`src/rtl/gpr_transfer_sequencer.sv`:
```
// gpr_transfer_sequencer: sequences transfers within the four-register GPR group (A-D).
//   clk, rst         : clock and synchronous active-high reset
//   req_valid/ready  : request handshake; ready is high only in IDLE
//   req_op           : 00 NOP, 01 MOV, 10 ALU, 11 LDX
//   req_src/lhs/rhs  : MOV source, ALU LHS operand, ALU RHS operand
//   req_dst          : destination register for MOV/ALU/LDX
//   gpr_load         : one-hot load strobe, bit0 = A
//   gpr_main_n       : per-register main-bus assert, active low
//   gpr_lhs_n/rhs_n  : per-register ALU operand bus assert, active low
//   alu_main_oe      : ALU result drives the main bus
//   ext_gnt          : external source owns the main bus
//   busy             : inverse of req_ready
module gpr_transfer_sequencer #(
    parameter int ALU_SETTLE = 1,
    parameter int CNT_W      = 4
) (
    input  logic       clk,
    input  logic       rst,
    input  logic       req_valid,
    output logic       req_ready,
    input  logic [1:0] req_op,
    input  logic [1:0] req_src,
    input  logic [1:0] req_lhs,
    input  logic [1:0] req_rhs,
    input  logic [1:0] req_dst,
    output logic [3:0] gpr_load,
    output logic [3:0] gpr_main_n,
    output logic [3:0] gpr_lhs_n,
    output logic [3:0] gpr_rhs_n,
    output logic       alu_main_oe,
    output logic       ext_gnt,
    output logic       busy
);
    typedef enum logic [2:0] {
        IDLE, MOV_DRIVE, MOV_LOAD, ALU_OPS, ALU_DRIVE, ALU_LOAD, X_DRIVE, X_LOAD
    } state_t;

    state_t           state_q, state_d;
    logic [1:0]       src_q, src_d, lhs_q, lhs_d, rhs_q, rhs_d, dst_q, dst_d;
    logic [CNT_W-1:0] cnt_q, cnt_d;
    logic             ready_q, ready_d, busy_q, busy_d, oe_q, oe_d, gnt_q, gnt_d;
    logic [3:0]       load_q, load_d, main_q, main_d, lhsn_q, lhsn_d, rhsn_q, rhsn_d;
    logic             accept, alu_st;

    function automatic logic [3:0] oh(input logic [1:0] i);
        return 4'b0001 << i;
    endfunction

    assign accept = req_valid && ready_q;

    always_comb begin
        state_d = state_q;
        src_d   = src_q;
        lhs_d   = lhs_q;
        rhs_d   = rhs_q;
        dst_d   = dst_q;
        cnt_d   = cnt_q;
        case (state_q)
            IDLE: begin
                if (accept) begin
                    src_d = req_src;
                    lhs_d = req_lhs;
                    rhs_d = req_rhs;
                    dst_d = req_dst;
                    case (req_op)
                        2'b01:   state_d = (req_src != req_dst) ? MOV_DRIVE : IDLE;
                        2'b10: begin
                            state_d = ALU_OPS;
                            cnt_d   = CNT_W'(ALU_SETTLE - 1);
                        end
                        2'b11:   state_d = X_DRIVE;
                        default: state_d = IDLE;
                    endcase
                end
            end
            MOV_DRIVE: state_d = MOV_LOAD;
            ALU_OPS: begin
                if (cnt_q == '0) state_d = ALU_DRIVE;
                else cnt_d = cnt_q - 1'b1;
            end
            ALU_DRIVE: state_d = ALU_LOAD;
            X_DRIVE:   state_d = X_LOAD;
            default:   state_d = IDLE;
        endcase
        // Outputs are a registered decode of the next state so they line up with state_q.
        alu_st  = (state_d == ALU_OPS) || (state_d == ALU_DRIVE) || (state_d == ALU_LOAD);
        ready_d = state_d == IDLE;
        busy_d  = state_d != IDLE;
        load_d  = (state_d == MOV_LOAD || state_d == ALU_LOAD || state_d == X_LOAD) ? oh(dst_d) : 4'b0000;
        main_d  = (state_d == MOV_DRIVE || state_d == MOV_LOAD) ? ~oh(src_d) : 4'b1111;
        lhsn_d  = alu_st ? ~oh(lhs_d) : 4'b1111;
        rhsn_d  = alu_st ? ~oh(rhs_d) : 4'b1111;
        oe_d    = (state_d == ALU_DRIVE) || (state_d == ALU_LOAD);
        gnt_d   = (state_d == X_DRIVE) || (state_d == X_LOAD);
    end

    always_ff @(posedge clk) begin
        if (rst) begin
            state_q <= IDLE;
            src_q   <= '0;
            lhs_q   <= '0;
            rhs_q   <= '0;
            dst_q   <= '0;
            cnt_q   <= '0;
            ready_q <= 1'b1;
            busy_q  <= 1'b0;
            load_q  <= 4'b0000;
            main_q  <= 4'b1111;
            lhsn_q  <= 4'b1111;
            rhsn_q  <= 4'b1111;
            oe_q    <= 1'b0;
            gnt_q   <= 1'b0;
        end else begin
            state_q <= state_d;
            src_q   <= src_d;
            lhs_q   <= lhs_d;
            rhs_q   <= rhs_d;
            dst_q   <= dst_d;
            cnt_q   <= cnt_d;
            ready_q <= ready_d;
            busy_q  <= busy_d;
            load_q  <= load_d;
            main_q  <= main_d;
            lhsn_q  <= lhsn_d;
            rhsn_q  <= rhsn_d;
            oe_q    <= oe_d;
            gnt_q   <= gnt_d;
        end
    end

    assign req_ready   = ready_q;
    assign busy        = busy_q;
    assign gpr_load    = load_q;
    assign gpr_main_n  = main_q;
    assign gpr_lhs_n   = lhsn_q;
    assign gpr_rhs_n   = rhsn_q;
    assign alu_main_oe = oe_q;
    assign ext_gnt     = gnt_q;
endmodule
```
`config.mk`:
```
export PLATFORM = sky130hd
export DESIGN_NAME = gpr_transfer_sequencer
export DESIGN_NICKNAME = d
export VERILOG_FILES = /design/src/rtl/gpr_transfer_sequencer.sv
export SDC_FILE = /design/constraint.sdc
export NUM_CORES = 1
export LEC_CHECK = 0
export ABC_AREA = 0
export CAP_MARGIN = 20
export CORE_AREA = 2 2 59 61
export DETAILED_ROUTE_END_ITERATION = 6
export DIE_AREA = 0 0 61 63
export HOLD_SLACK_MARGIN = 0.02
export PLACE_DENSITY = 0.75
export SETUP_SLACK_MARGIN = 0.4
export SYNTH_ARGS = -nofsm -noshare
export SYNTH_HDL_FRONTEND = slang
export SYNTH_SLANG_ARGS = --single-unit
```
`constraint.sdc`:
```
create_clock -name clk -period 2 [get_ports clk]
set_input_delay 0.4 -clock clk [delete_from_list [all_inputs] [get_ports clk]]
set_output_delay 0.4 -clock clk [all_outputs]
set_load 0.02 [all_outputs]
```
== Yosys cells after proc, flatten, opt, wreduce, memory -nomap -nowiden ==
Index checks and enable logic that the tools add are counted.
Cells by class
  reductions and logical operators: 17
  bitwise operators: 6
  equal/unequal tests: 18
  muxes and demuxes: 17
  shifts and indexed selects: 4
  $add $sub $neg: 1
Operators with widths (count)
  == test 3 bit (second input constant): 6
  two-way mux 2 bit: 8
  left shift 1 x 2 -> 4 bit (first input constant): 4
  case mux 3 bit (5 select lines): 1
  two-way mux 4 bit: 3
  inverter 4 bit: 3
  == test 3 x 2 -> 1 bit (second input constant): 3
  case mux 3 bit (3 select lines): 1
  case mux 4 bit (2 select lines): 1
  logical OR 1 bit: 7
  == test 3 x 1 -> 1 bit (second input constant): 2
  logical NOT 3 bit: 2
  two-way mux 3 bit: 2
  OR reduction 2 bit: 3
  == test 2 bit (second input constant): 2
  logical NOT 4 bit: 1
  inequality test 2 bit (second input constant): 2
  AND reduction 4 bit: 1
  subtractor 4 x 1 -> 4 bit (second input constant): 1
  inverter 1 bit: 3
  nonzero test 3 bit: 1
  == test 2 x 1 -> 1 bit (second input constant): 1
  inequality test 2 x 1 -> 1 bit (second input constant): 1
  inequality test 2 bit: 1
  other kinds (3): 3
Word-level totals
  bits in registers: 35
  output and inout bits: 20

== Depth between registers and ports, before layout ==
  depth after elaboration: 10
  gate-level depth with buffers: 6

== Worst setup path after synthesis ==
No wires, ideal clock.
  path type: register to register
  start point: register cnt_q[0]
  end point: register cnt_q[3]
  library setup time: 0.072 ns
  slack: 0.381 ns
  cell stages (with the launch flop): 7
  required time: 1.928 ns
  arrival time: 1.547 ns
  cells stage by stage: dfxtp_1 > inv_1 > ha_1 > nor3b_1 > nand2b_1 > a2111oi_4 > mux2i_1
Between the ends
  word-level cells in the longest chain between the ends: 3
  elaborated cells between the ends (all ways): 6
  classes of those cells: add/sub: 1; eq/ne: 1; mux: 2; reduce/logical: 2
Ends and longest elaborated chain
  start: declaration: RTL line 40  | logic [CNT_W-1:0] cnt_q, cnt_d;
  start signal: assignment: RTL line 119  | cnt_q <= cnt_d;
  subtractor 4 x 1 -> 4 bit or logical NOT 4 bit (tied branches): RTL line 79, 78
  two-way mux 4 bit or inequality test 2 bit (tied branches)
  case mux 4 bit (2 select lines) or AND reduction 4 bit (tied branches)
Parallel ways exist; a longest one is shown, timed or not. The select of a mux whose other input is x is not followed.
A chain may end at the register's enable or synchronous reset.

== Worst setup path after layout ==
  start point: input req_valid
  end point: register cnt_q[3]
Between the ends
  word-level cells in the longest chain between the ends: 3
Ends and longest elaborated chain
  start: declaration: RTL line 19  | input logic req_valid,
  logical AND 1 bit: RTL line 49  | assign accept = req_valid && ready_q;
  inequality test 2 bit (no line)
  AND reduction 4 bit (no line)
No other way between the ends.

==> impl_metrics.toml <==
[cells_and_area]
fillCellCount = 261
area_delta_synth_final_pct = 39.15
ff_latch_area_sq_um = 708.2
final_nets = 227
design_area_sq_um = 2095
post_route_cells_drive_above_1_share = 0.2311
multi_input_area_sq_um = 814.5
insertedDiodeCount = 0

[sta]
rsz0062_at_grt = "true"
drv_slew = 0
setup_violations = 0
fin_crit_sh = 0.7880
slew_headroom = 0.7756
post-route-min-period_ns = 1.576
fmax_ghz = 0.6345
worst_slack_ns = 0.4240
skew_ns = 0.008637
tightest_slew_ns = 0.3356
timing.final.hold_violations = 0

[synthesis]
ys_seq_area_frac = 0.4655
syn-cell-area_sq_um = 1505
yosysTopAreaCell = "dfxtp_1"
ys_seq_elements = 35
syn_inst = 161
async_flop_share = 0
synth_most_common_cell = "dfxtp_1"
yosysUniqueCellTypes = 40
synth_flop_cell = "dfxtp_1"
postSynthNetCount = 176
avgSynthCellArea_sq_um = 9.349
synth_commonest_cells = "dfxtp_1 (35), nand2_1 (16), a21oi_1 (10), nor3b_1 (9), o21ai_0 (9)"
yosysWarnings = 0
synth-edff-count = 0
yosys-top-cells-area = "dfxtp_1 (47%), nor3b_1 (4.5%), nand2_1 (4.0%)"
netlist.area_leader.share = 0.4655

[global_routing]
grt_pass1_wl_microns = 5823
overflow = 0
grt_usage = 0.2037
antenna_found_initial = 0
grt_max_degree = 14
first_global_vias = 1278

[critical_path]
worst-endpoint-required_ns = 2.27
path_max_fanout = 5
regToRegStartpoint = "cnt_q[0]"
crit_family = "buffers and inverters"
r2r_end = "gpr_lhs_n[1]"
crit_path_cell_trace = "clkdlybuf4s50_1 -> and3b_2 -> nand2_2 -> a2111oi_4 -> mux2i_1"
crit_type = "in2reg"
crit_start = "req_valid"
r2r_setup_slack_ns = 0.45
crit_path_end_kind = "register"
worst-path-buf-inv = 1
reg2regPathDepth = 7
path_depth = 5
critPathCapture = "cnt_q[3]"
slowest_delay_ns = 0.48
slowest_stage = "clkdlybuf4s50_1"
cp.arrival_ns = 1.84
critPathLaunchType = "input port"

[detailed_routing]
drc = 0
dr.pass1.iters = 4
ant_nets = 0
via_count = 1381
vias_per_cell = 5.353
drt-total-wl_microns = 3539
wl_per_cell_microns = 13.72
drtIter0Drc = 110

[die]
die_w_microns = 61
dieHeight_microns = 63
initial_core_util = 0.4657
coreArea_sq_um = 3232
die-area_sq_um = 3843
rows = 21
boundaryPins = 33

[min_path]
holdCritPathClass = "in2reg"

[power_and_ir_drop]
p_comb_frac = 0.252
power_frac_seq = 0.503
leakage_nw = 0.8484
clkPwrFrac = 0.245
ir_drop_mv = 0.4135
p_sw_frac = 0.2971
p_int_mw = 1.093
power_switching_uw = 462.2
cellPowerDensity_nw_per_um2 = 742.6

[cts]
ctsRootBufferMaster = "clkbuf_4"
clockBufferDepth = 2
numCtsBuffers = 5
h-tree-depth = 2
postCtsHoldBufs = 0
cts.clk_slew.worst_paths_ns = 0.10
cts_tree = "built"
clk_latency_ns = 0.33
numClockSinks = 35

[place]
dp_hpwl_microns = 2513
post-place-ws_ns = -0.006841
placed_area_sq_um = 1946
gp_congestion = 0.8698
io_buffers = 32

[job]
maxCapViolCount = 0

[status]
outcome = "finished clean"
-- timing repair --
action | in CTS | in global routing
gates resized for setup | 31 | 13
buffers inserted | 5 | 1
endpoints found under the setup margin | 36 | 22
pin swaps | 4 | 6
-- layout by cell type (no fill, tap or decap), drive strengths merged, types with 2 or more instances in the layout --
master	count
ha	2
inv	6
clkbuf	6
buf	18
nand2	18
dfxtp	35
dlygate4sd2	21
and3	4
nor3	9
nand3	7
mux2	2
mux2i	4
nand2b	5
clkdlybuf4s50	10
nand4	2
nor2	6
o31ai	2
nand3b	2
xor2	2
a21oi	10
a31oi	3
and3b	3
o21ai	9
a21o	2
nor3b	9
-- state kept, by name, indices dropped and copies added (netlist names) --
register / cells
src_q: 2
state_q: 3
lhs_q: 2
gpr_main_n: 4
cnt_q: 4
busy: 1
gpr_load: 4
dst_q: 2
gpr_rhs_n: 4
rhs_q: 2
gpr_lhs_n: 4
alu_main_oe: 1
ext_gnt: 1
req_ready: 1
-- worst register-to-register path, stage by stage, from the launching register on --
cell and delay, ns:
dfxtp_2 0.35, inv_2 0.06, ha_2 0.18, nor3b_4 0.17, or3_1 0.37, o211ai_2 0.08, buf_6 0.14, o21ai_0 0.10
-- cell families after synthesis --
family / Yosys count / share of synthesized area
multiplexers: 6 / 0.04405
flip-flops: 35 / 0.4655
AO/OA/AOI/OAI: 35 / 0.1613
adder cells (fa/ha/maj): 2 / 0.01662
buffers and inverters: 12 / 0.03491
AND/OR/NAND/NOR: 69 / 0.2660
XOR/XNOR: 2 / 0.01164
-- layout make-up --
class / count / share of cell area
repair buffers: 50 / 0.2079
well taps: 46 / 0.02748
multi-input cells: 114 / 0.3889
inverters: 6 / 0.01075
flip-flops and latches: 35 / 0.3381
clock buffers: 6 / 0.02449
clock inverters: 1 / 0.002389
-- power groups by stage --
stage / Clock [mW] / Sequential, mW / Combinational [mW]
finish: 0.382 / 0.782 / 0.392
floorplan: 0 / 0.805 / 0.203
detailed placement: 0 / 0.797 / 0.355
CTS: 0.392 / 0.782 / 0.364
global route: 0.432 / 0.789 / 0.430
global placement: 0 / 0.793 / 0.347
-- layer usage --
layer	track usage	up-vias	part of all wire
li1	-	681	-
met1	0.2355	651	0.41
met2	0.3414	41	0.52
met3	0.06625	8	0.054
met4	0.07337	0	0.017
met5	0	-	0
-- how the worst min path moves through the flow --
stage | start | end | slack [ns] | cells after the start
finish | req_op[1] | state_q[1] | 0.49 | 4
global route | src_q[0] | src_q[0] | 0.54 | 2
CTS | src_q[0] | src_q[0] | 0.50 | 2
detailed placement | cnt_q[3] | cnt_q[3] | 0.48 | 2
global placement | cnt_q[3] | cnt_q[3] | 0.46 | 2
floorplan | cnt_q[3] | cnt_q[3] | 0.44 | 2
-- metrics by stage --
stage | TNS, ns | hold slack, ns | total power, mW | cells | util
3_3_place_gp | 0 | 0.4577 | 1.139 | 245 | 0.6020
4_1_cts | 0 | 0.4999 | 1.538 | 257 | 0.6334
5_1_grt | 0 | 0.5357 | 1.650 | 258 | 0.6481
6_report | 0 | 0.4864 | 1.555 | 258 | 0.6481
2_1_floorplan | 0 | 0.4431 | 1.007 | 161 | -
3_5_place_dp | -0.006841 | 0.4808 | 1.152 | 245 | 0.6020
Note: power is estimated with default switching activity, not from simulation.
